`src/rtl/vga_pixel_pipe.sv`:
```
// vga_pixel_pipe: output stage behind the VGA area tracker.
// Registers the tracker's coordinates and syncs, then generates RGB
// alongside syncs delayed by the same two cycles.
// A frame counter advances on each vertical sync leading edge.
// The pattern mode is taken from i_mode only at frame start.
// Optional: define VGA_PIXEL_PIPE_COLOR_BARS_EN to turn mode 3 into colour bars.
// Without that macro, mode 3 falls back to the XOR pattern.
module vga_pixel_pipe #(
    parameter int CNT_WIDTH   = 10,
    parameter int COLOR_WIDTH = 3,
    parameter int SYNC_ACTIVE = 0,
    parameter int FRAME_SHIFT = 2
) (
    input  logic                   i_clk,
    input  logic                   i_rst,
    input  logic [CNT_WIDTH-1:0]   i_h_coord,
    input  logic [CNT_WIDTH-1:0]   i_v_coord,
    input  logic                   i_visible,
    input  logic                   i_h_sync,
    input  logic                   i_v_sync,
    input  logic [1:0]             i_mode,
    output logic [COLOR_WIDTH-1:0] o_r,
    output logic [COLOR_WIDTH-1:0] o_g,
    output logic [COLOR_WIDTH-1:0] o_b,
    output logic                   o_h_sync,
    output logic                   o_v_sync,
    output logic [15:0]            o_frame,
    output logic                   o_frame_start
);

    localparam int   P        = 3 * COLOR_WIDTH;
    localparam logic SYNC_ON  = (SYNC_ACTIVE != 0);
    localparam logic SYNC_OFF = (SYNC_ACTIVE == 0);

    typedef enum logic [1:0] {
        MODE_XOR     = 2'd0,
        MODE_WHITE   = 2'd1,
        MODE_CHECKER = 2'd2,
        MODE_BARS    = 2'd3
    } mode_e;

    // Stage 1
    logic [CNT_WIDTH-1:0] x_s1;
    logic [CNT_WIDTH-1:0] y_s1;
    logic                 vis_s1;
    logic                 hs_s1;
    logic                 vs_s1;

    // Frame-edge detector and frame state
    logic                 det_vs;
    logic                 det_vs_prev;
    logic                 frame_start_s1;
    logic [15:0]          frame_cnt;
    mode_e                mode_q;

    // Pattern generation and stage 2
    logic [P-1:0]         xor_pix;
    logic [P-1:0]         pix_next;
    logic [P-1:0]         rgb_s2;
    logic                 hs_s2;
    logic                 vs_s2;
    logic                 fs_s2;

`ifdef VGA_PIXEL_PIPE_COLOR_BARS_EN
    logic [2:0]           bar_idx;
    logic [P-1:0]         bar_pix;
`endif

    // Stage 1: capture the tracker outputs; syncs clear to their inactive level.
    always_ff @(posedge i_clk or posedge i_rst) begin
        if (i_rst) begin
            x_s1   <= '0;
            y_s1   <= '0;
            vis_s1 <= 1'b0;
            hs_s1  <= SYNC_OFF;
            vs_s1  <= SYNC_OFF;
        end else begin
            // NOTE: non-blocking assignments let every register sample pre-edge values, so stage order never matters.
            x_s1   <= i_h_coord;
            y_s1   <= i_v_coord;
            vis_s1 <= i_visible;
            hs_s1  <= i_h_sync;
            vs_s1  <= i_v_sync;
        end
    end

    // Edge detector: a private copy of stage-1 vsync plus its previous value.
    // Both reset to the active level, so a reset released inside the pulse is not counted.
    // The visible vs_s1 still clears inactive, so o_v_sync never glitches after reset.
    always_ff @(posedge i_clk or posedge i_rst) begin
        if (i_rst) begin
            det_vs      <= SYNC_ON;
            det_vs_prev <= SYNC_ON;
        end else begin
            det_vs      <= i_v_sync;
            det_vs_prev <= det_vs;
        end
    end

    assign frame_start_s1 = (det_vs == SYNC_ON) && (det_vs_prev != SYNC_ON);

    // Frame counter and active mode change only at frame start, never mid-line.
    always_ff @(posedge i_clk or posedge i_rst) begin
        if (i_rst) begin
            frame_cnt <= '0;
            mode_q    <= MODE_XOR;
        end else if (frame_start_s1) begin
            frame_cnt <= frame_cnt + 16'd1;
            mode_q    <= mode_e'(i_mode);
        end
    end

`ifdef VGA_PIXEL_PIPE_COLOR_BARS_EN
    // Colour bars: the top three x bits pick one of eight bars.
    assign bar_idx = x_s1[CNT_WIDTH-1 -: 3];
    assign bar_pix = {{COLOR_WIDTH{bar_idx[2]}}, {COLOR_WIDTH{bar_idx[1]}}, {COLOR_WIDTH{bar_idx[0]}}};
`endif

    // XOR pattern scrolls with the scaled frame count; the width cast wraps it modulo 2^P.
    assign xor_pix = P'(x_s1 ^ y_s1) + P'(frame_cnt >> FRAME_SHIFT);

    // Pattern select and blanking for the pixel now in stage 1.
    always_comb begin
        // NOTE: a default before the case means every path assigns pix_next, so no latch is inferred.
        pix_next = xor_pix;
        case (mode_q)
            MODE_WHITE:   pix_next = '1;
            MODE_CHECKER: pix_next = (x_s1[5] ^ y_s1[5]) ? '1 : '0;
`ifdef VGA_PIXEL_PIPE_COLOR_BARS_EN
            MODE_BARS:    pix_next = bar_pix;
`endif
            default:      pix_next = xor_pix;
        endcase
        if (!vis_s1) begin
            pix_next = '0;
        end
    end

    // Stage 2: RGB, syncs and frame-start pulse leave together.
    always_ff @(posedge i_clk or posedge i_rst) begin
        if (i_rst) begin
            rgb_s2 <= '0;
            hs_s2  <= SYNC_OFF;
            vs_s2  <= SYNC_OFF;
            fs_s2  <= 1'b0;
        end else begin
            rgb_s2 <= pix_next;
            hs_s2  <= hs_s1;
            vs_s2  <= vs_s1;
            fs_s2  <= frame_start_s1;
        end
    end

    assign o_r           = rgb_s2[P-1 -: COLOR_WIDTH];
    assign o_g           = rgb_s2[2*COLOR_WIDTH-1 -: COLOR_WIDTH];
    assign o_b           = rgb_s2[COLOR_WIDTH-1:0];
    assign o_h_sync      = hs_s2;
    assign o_v_sync      = vs_s2;
    assign o_frame       = frame_cnt;
    assign o_frame_start = fs_s2;

endmodule

```
`config.mk`:
```
export PLATFORM = sky130hd
export DESIGN_NAME = vga_pixel_pipe
export DESIGN_NICKNAME = d
export VERILOG_FILES = /design/src/rtl/vga_pixel_pipe.sv
export SDC_FILE = /design/constraint.sdc
export NUM_CORES = 1
export LEC_CHECK = 0
export BUFFER_PORTS_ARGS = -buffer_cell sky130_fd_sc_hd__buf_2
export CORE_MARGIN = 2
export CORE_UTILIZATION = 52
export DETAILED_ROUTE_END_ITERATION = 6
export GPL_TIMING_DRIVEN = 0
export HOLD_SLACK_MARGIN = 0.06
export PLACE_DENSITY = 0.86
export SYNTH_ARGS = -nofsm -noshare
export SYNTH_HDL_FRONTEND = slang
export SYNTH_SLANG_ARGS = --single-unit
export TNS_END_PERCENT = 100
```
`constraint.sdc`:
```
create_clock -name i_clk -period 2.7 [get_ports i_clk]
set_input_delay 0.27 -clock i_clk [delete_from_list [all_inputs] [get_ports i_clk]]
set_output_delay 0.27 -clock i_clk [all_outputs]
set_load 0.03 [all_outputs]
```
Word-level counts from Yosys, hierarchy flattened

Cells that the tools add are included.

Output and inout bits: 28
Word-level logic and storage cells: 24
Register bits after elaboration: 53
Input bits: 27

Add/subtract/negate cells: 2
Reductions and logical operators: 1
Muxes and demuxes: 3
Equality and inequality tests: 2
Bitwise gates (word level): 3

Operator list:

| operator                | count |
|---|---|
| $mux W9                 | 2 |
| $pmux W9 S2             | 1 |
| $add A16 B1 Y16 const B | 1 |
| $add A9 B9 Y9           | 1 |
| $xor A9 B9 Y9           | 1 |
| $eq A2 B1 Y1 const B    | 1 |
| $eq A2 B2 Y1 const B    | 1 |
| $logic_and A1 B1 Y1     | 1 |
| $not A1 Y1              | 1 |
| $xor A1 B1 Y1           | 1 |

Longest topological paths before layout

Word-level depth: 4
Depth in mapped cells: 8
Depth with buffers taken out: 8

Worst setup path after synthesis

No wires, ideal clock.

Path kind: flip-flop to flip-flop
Start point: reg frame_cnt[2] (netlist: o_frame[2])
End point: reg rgb_s2[8]
Clock period less this slack: 2.008 ns
Path buffers: 0
Library setup time: 0.130 ns
Arrival: 1.878 ns
Data required time: 2.570 ns
Slack: 0.692 ns
Stages on the path, launching flop included: 8
Path through: dfrtp_1 > ha_1 > inv_1 > fa_1 > nand3b_1 > a211oi_1 > o21ai_0 > nor3b_1

Cells in the longest elaborated chain, start to end: 3

Ends and longest elaborated chain:

| item                   | line | source |
|---|---|---|
| from (decl)            | 53   | `logic [15:0] frame_cnt;` |
| from (signal assigned) | 108  | `frame_cnt <= frame_cnt + 16'd1;` |
| $add A9 B9 Y9          | 120  | `assign xor_pix = P'(x_s1 ^ y_s1) + P'(frame_cnt >> FRAME_SHIFT);` |
| $pmux W9 S2            | 126  | `case (mode_q)` |
| $mux W9                | 134  | `if (!vis_s1) begin` |
| via pix_next[8]        | 58   | `logic [P-1:0] pix_next;` |
| to (signal assigned)   | 147  | `rgb_s2 <= pix_next;` |
| to (decl)              | 59   | `logic [P-1:0] rgb_s2;` |

The timed path passes the listed nets, and every way through them passes these cells.
A chain may end at the register's enable or synchronous reset.

Final worst setup path

Start point: reg y_s1[0]
End point: reg rgb_s2[8]

Cells in the longest elaborated chain, start to end: 4

Ends and longest elaborated chain:

| item                   | line | source |
|---|---|---|
| from (decl)            | 44   | `logic [CNT_WIDTH-1:0] y_s1;` |
| from (signal assigned) | 80   | `y_s1 <= i_v_coord;` |
| $xor A9 B9 Y9          | 120  |  |
| $add A9 B9 Y9          | 120  |  |
| $pmux W9 S2            | 126  |  |
| $mux W9                | 134  |  |
| via pix_next[8]        | 58   |  |

The timed path passes the listed nets, and every way through them passes these cells.

==> flow_summary.ini <==
[route]
avgRoutedWirePerCell_microns = 14.1
routed-via-count = 1563
viasPerCell = 5.16
drt_wl_total_mm = 4.28
postRouteAntennaNets = 0
firstDrtPassIters = 4
drcViolationCount = 0
drt_iter0_markers = 96

[synth]
synth-adder-area-share_pct = 7.58
synth-edff-count = 0
synthesis.nets = 217
synthMostInstantiatedCell = dfrtp_1
synth-seq-cells = 53
synth-compound-area-share_pct = 6.69
synth_top_area_share_pct = 54.6
post_synth_num_cell_types = 35
ys_warn_count = 0
synth_top_family_by_area = simple AND/OR/NAND/NOR gates
synth_area_per_cell_sq_um = 12.7
synth_common_cells = dfrtp_1 (49), nand2_1 (17), xor2_1 (15), a21oi_1 (13), ha_1 (12)
synth_sequential_area_ratio_pct = 59.3
muxShareOfSynthArea_pct = 0.502
netlist_top_cells_area = dfrtp_1 (55%), ha_1 (6.7%), xor2_1 (5.9%)
netlist_area_sq_mm = 0.00224
yosys.area.top_type = dfrtp_1
syn_inst = 177
yosys.area_share.simple_pct = 12.6
synth_ff_type = dfrtp_1
postSynth.asyncResetShare_pct = 100
yosys.area_share.xor_xnor_pct = 11.1

[power]
peakVddDrop_mv = 0.461
p_leak_nw = 1.46
p_per_area_mw_per_mm2 = 713
power_mw = 2.01

[global_route]
grt_pass1_vias = 1509
overflow = 0
antenna_found_initial = 0
grt_start_max_net_pins = 42
track_usage_pct = 17.9
grt_pass1_wl_mm = 6.80

[floorplan]
initial_utilization_pct = 54.9
dieHeight_microns = 69.7
dieWidth_microns = 69.7
dieArea_sq_mm = 0.00486
ios = 55
rows = 23
coreArea_sq_mm = 0.00409

[place]
postPlaceCellArea_sq_mm = 0.00259
dp_hpwl_mm = 2.92
port_buffers = 52
gp_congestion = 0.871

[critical_path]
crit_arrival_ns = 2.28
crit_path_end_kind = flip-flop
critPathLaunchType = flip-flop
startpoint = y_s1[0]
crit_fanout = 3
critPathRequiredTime_ns = 2.88
criticalPathCategory = flip-flop to flip-flop
rr_startpoint = y_s1[0]

[sta]
max-slew-margin-rel_pct = 70.4
drv_slew = 0
rsz0062_at_grt = false
period_needed_ns = 2.11
max_freq_mhz = 475
min_period_over_period_pct = 78.0
hold_ws_ns = 0.0736
setup_viol = 0
fin_setup_tns_ns = 0
worst_pin_slew_ns = 0.444
hold_violations = 0
finClkSkew_ns = 0.00563

[clock_network]
worstSkewPairLatency_ns = 0.30
cts_tree = built
cts_buffers = 5
clockBufferDepth = 2
clkTransAtPathRegs_ns = 0.09
postCtsSetupRepairBufs = 0
htree_levels = 2
ctsHoldBuffers = 2
clockRootBuffer = clkbuf_8
clock-sinks = 53
cts_resized = 0

[layout]
fillers = 299
fin_util_pct = 69.0
fin_area_sq_mm = 0.00282
drive_above_1_share_pct = 28.5
area_growth_pct = 25.6
n_antenna_cell = 0
nNetsFinal = 292

[hold_path]
hold_start = i_h_coord[3]
hold_path_class = input pin to flip-flop

[run]
max_cap_violations = 0

[outcome]
status = finished clean
## worst max-delay path: stages, from the launching register on
cell,delay [ns]
dfrtp_1,0.38
xor2_1,0.16
ha_1,0.20
inv_1,0.06
fa_1,0.40
nand3b_1,0.22
a211oi_1,0.29
o21ai_0,0.12
nor3b_1,0.14
## path summary, 6_finish.rpt
| path | end | slack, ns | cells past startpoint |
|---|---|---|---|
| min in group asynchronous | o_frame[15] | 0.46 | 3 |
| hold reg to reg | o_v_sync | 0.36 | 0 |
| hold / removal | x_s1[3] | 0.07 | 1 |
| max in group asynchronous | hs_s1 | 1.68 | 4 |
| setup / recovery | rgb_s2[8] | 0.59 | 8 |
| setup reg to reg | rgb_s2[8] | 0.59 | 8 |
## logic make-up (layout without fill, tap and decap cells)
kind of cell | Yosys count | count (layout)
muxes | 1 | 1
adders and majority gates | 13 | 13
DFF | 53 | 53
and+or+nand+nor | 46 | 46
AOI/OAI and AO/OA | 25 | 25
xor gates and xnor gates | 27 | 27
buffers and inverters | 12 | 88
## per-stage QoR
stage               setup slack [ns]  cells
finish                         0.593    303
floorplan                      0.692    177
CTS                            0.604    290
global route                   0.401    303
detailed placement             0.660    280
global placement               0.610    279
## flip-flops by register name (all words and copies together) (netlist names), 2 cells and up
register	flops
x_s1	9
mode_q	2
o_frame	16
y_s1	9
rgb_s2	9
## power breakdown
group / total, mW / internal [mW] / switching [mW]
clock: 0.416 / 0.180 / 0.237
sequential: 0.977 / 0.892 / 0.0851
combinational: 0.616 / 0.230 / 0.386
## cell type report
type | count | area (sq um) | area share (%)
clock inverter | 2 | 10.0 | 0.355
sequential | 53 | 1330 | 47.2
timing repair buffer | 68 | 430 | 15.3
tap | 50 | 62.6 | 2.22
inverter | 10 | 37.5 | 1.33
buffer | 2 | 11.3 | 0.399
multi-input combinational | 112 | 865 | 30.7
clock buffer | 6 | 72.6 | 2.57
## metal layers
| layer | track usage, % | part of all wire, % | up-vias |
|---|---|---|---|
| met2 | 29.7 | 51 | 48 |
| li1 | - | - | 749 |
| met3 | 5.96 | 6.0 | 7 |
| met4 | 5.98 | 1.3 | 0 |
| met5 | 0 | 0 | - |
| met1 | 22.1 | 42 | 759 |
## placed cells by master, fill, tap and decap left out, types with 2 or more instances in the layout
master / instances
clkbuf_1: 2
nand4_1: 3
nor3_1: 5
o211a_1: 2
o21ai_0: 5
nor2_1: 3
dlygate4sd3_1: 15
dfstp_2: 4
buf_2: 52
xnor2_1: 11
nor2b_1: 3
dfrtp_1: 49
nor4b_1: 2
a21oi_1: 13
clkinv_2: 2
clkbuf_8: 5
a211oi_1: 2
xor2_1: 15
inv_1: 9
nand2_1: 17
ha_1: 12
nand3_1: 3
No activity file was read; power rests on OpenSTA's default activity.
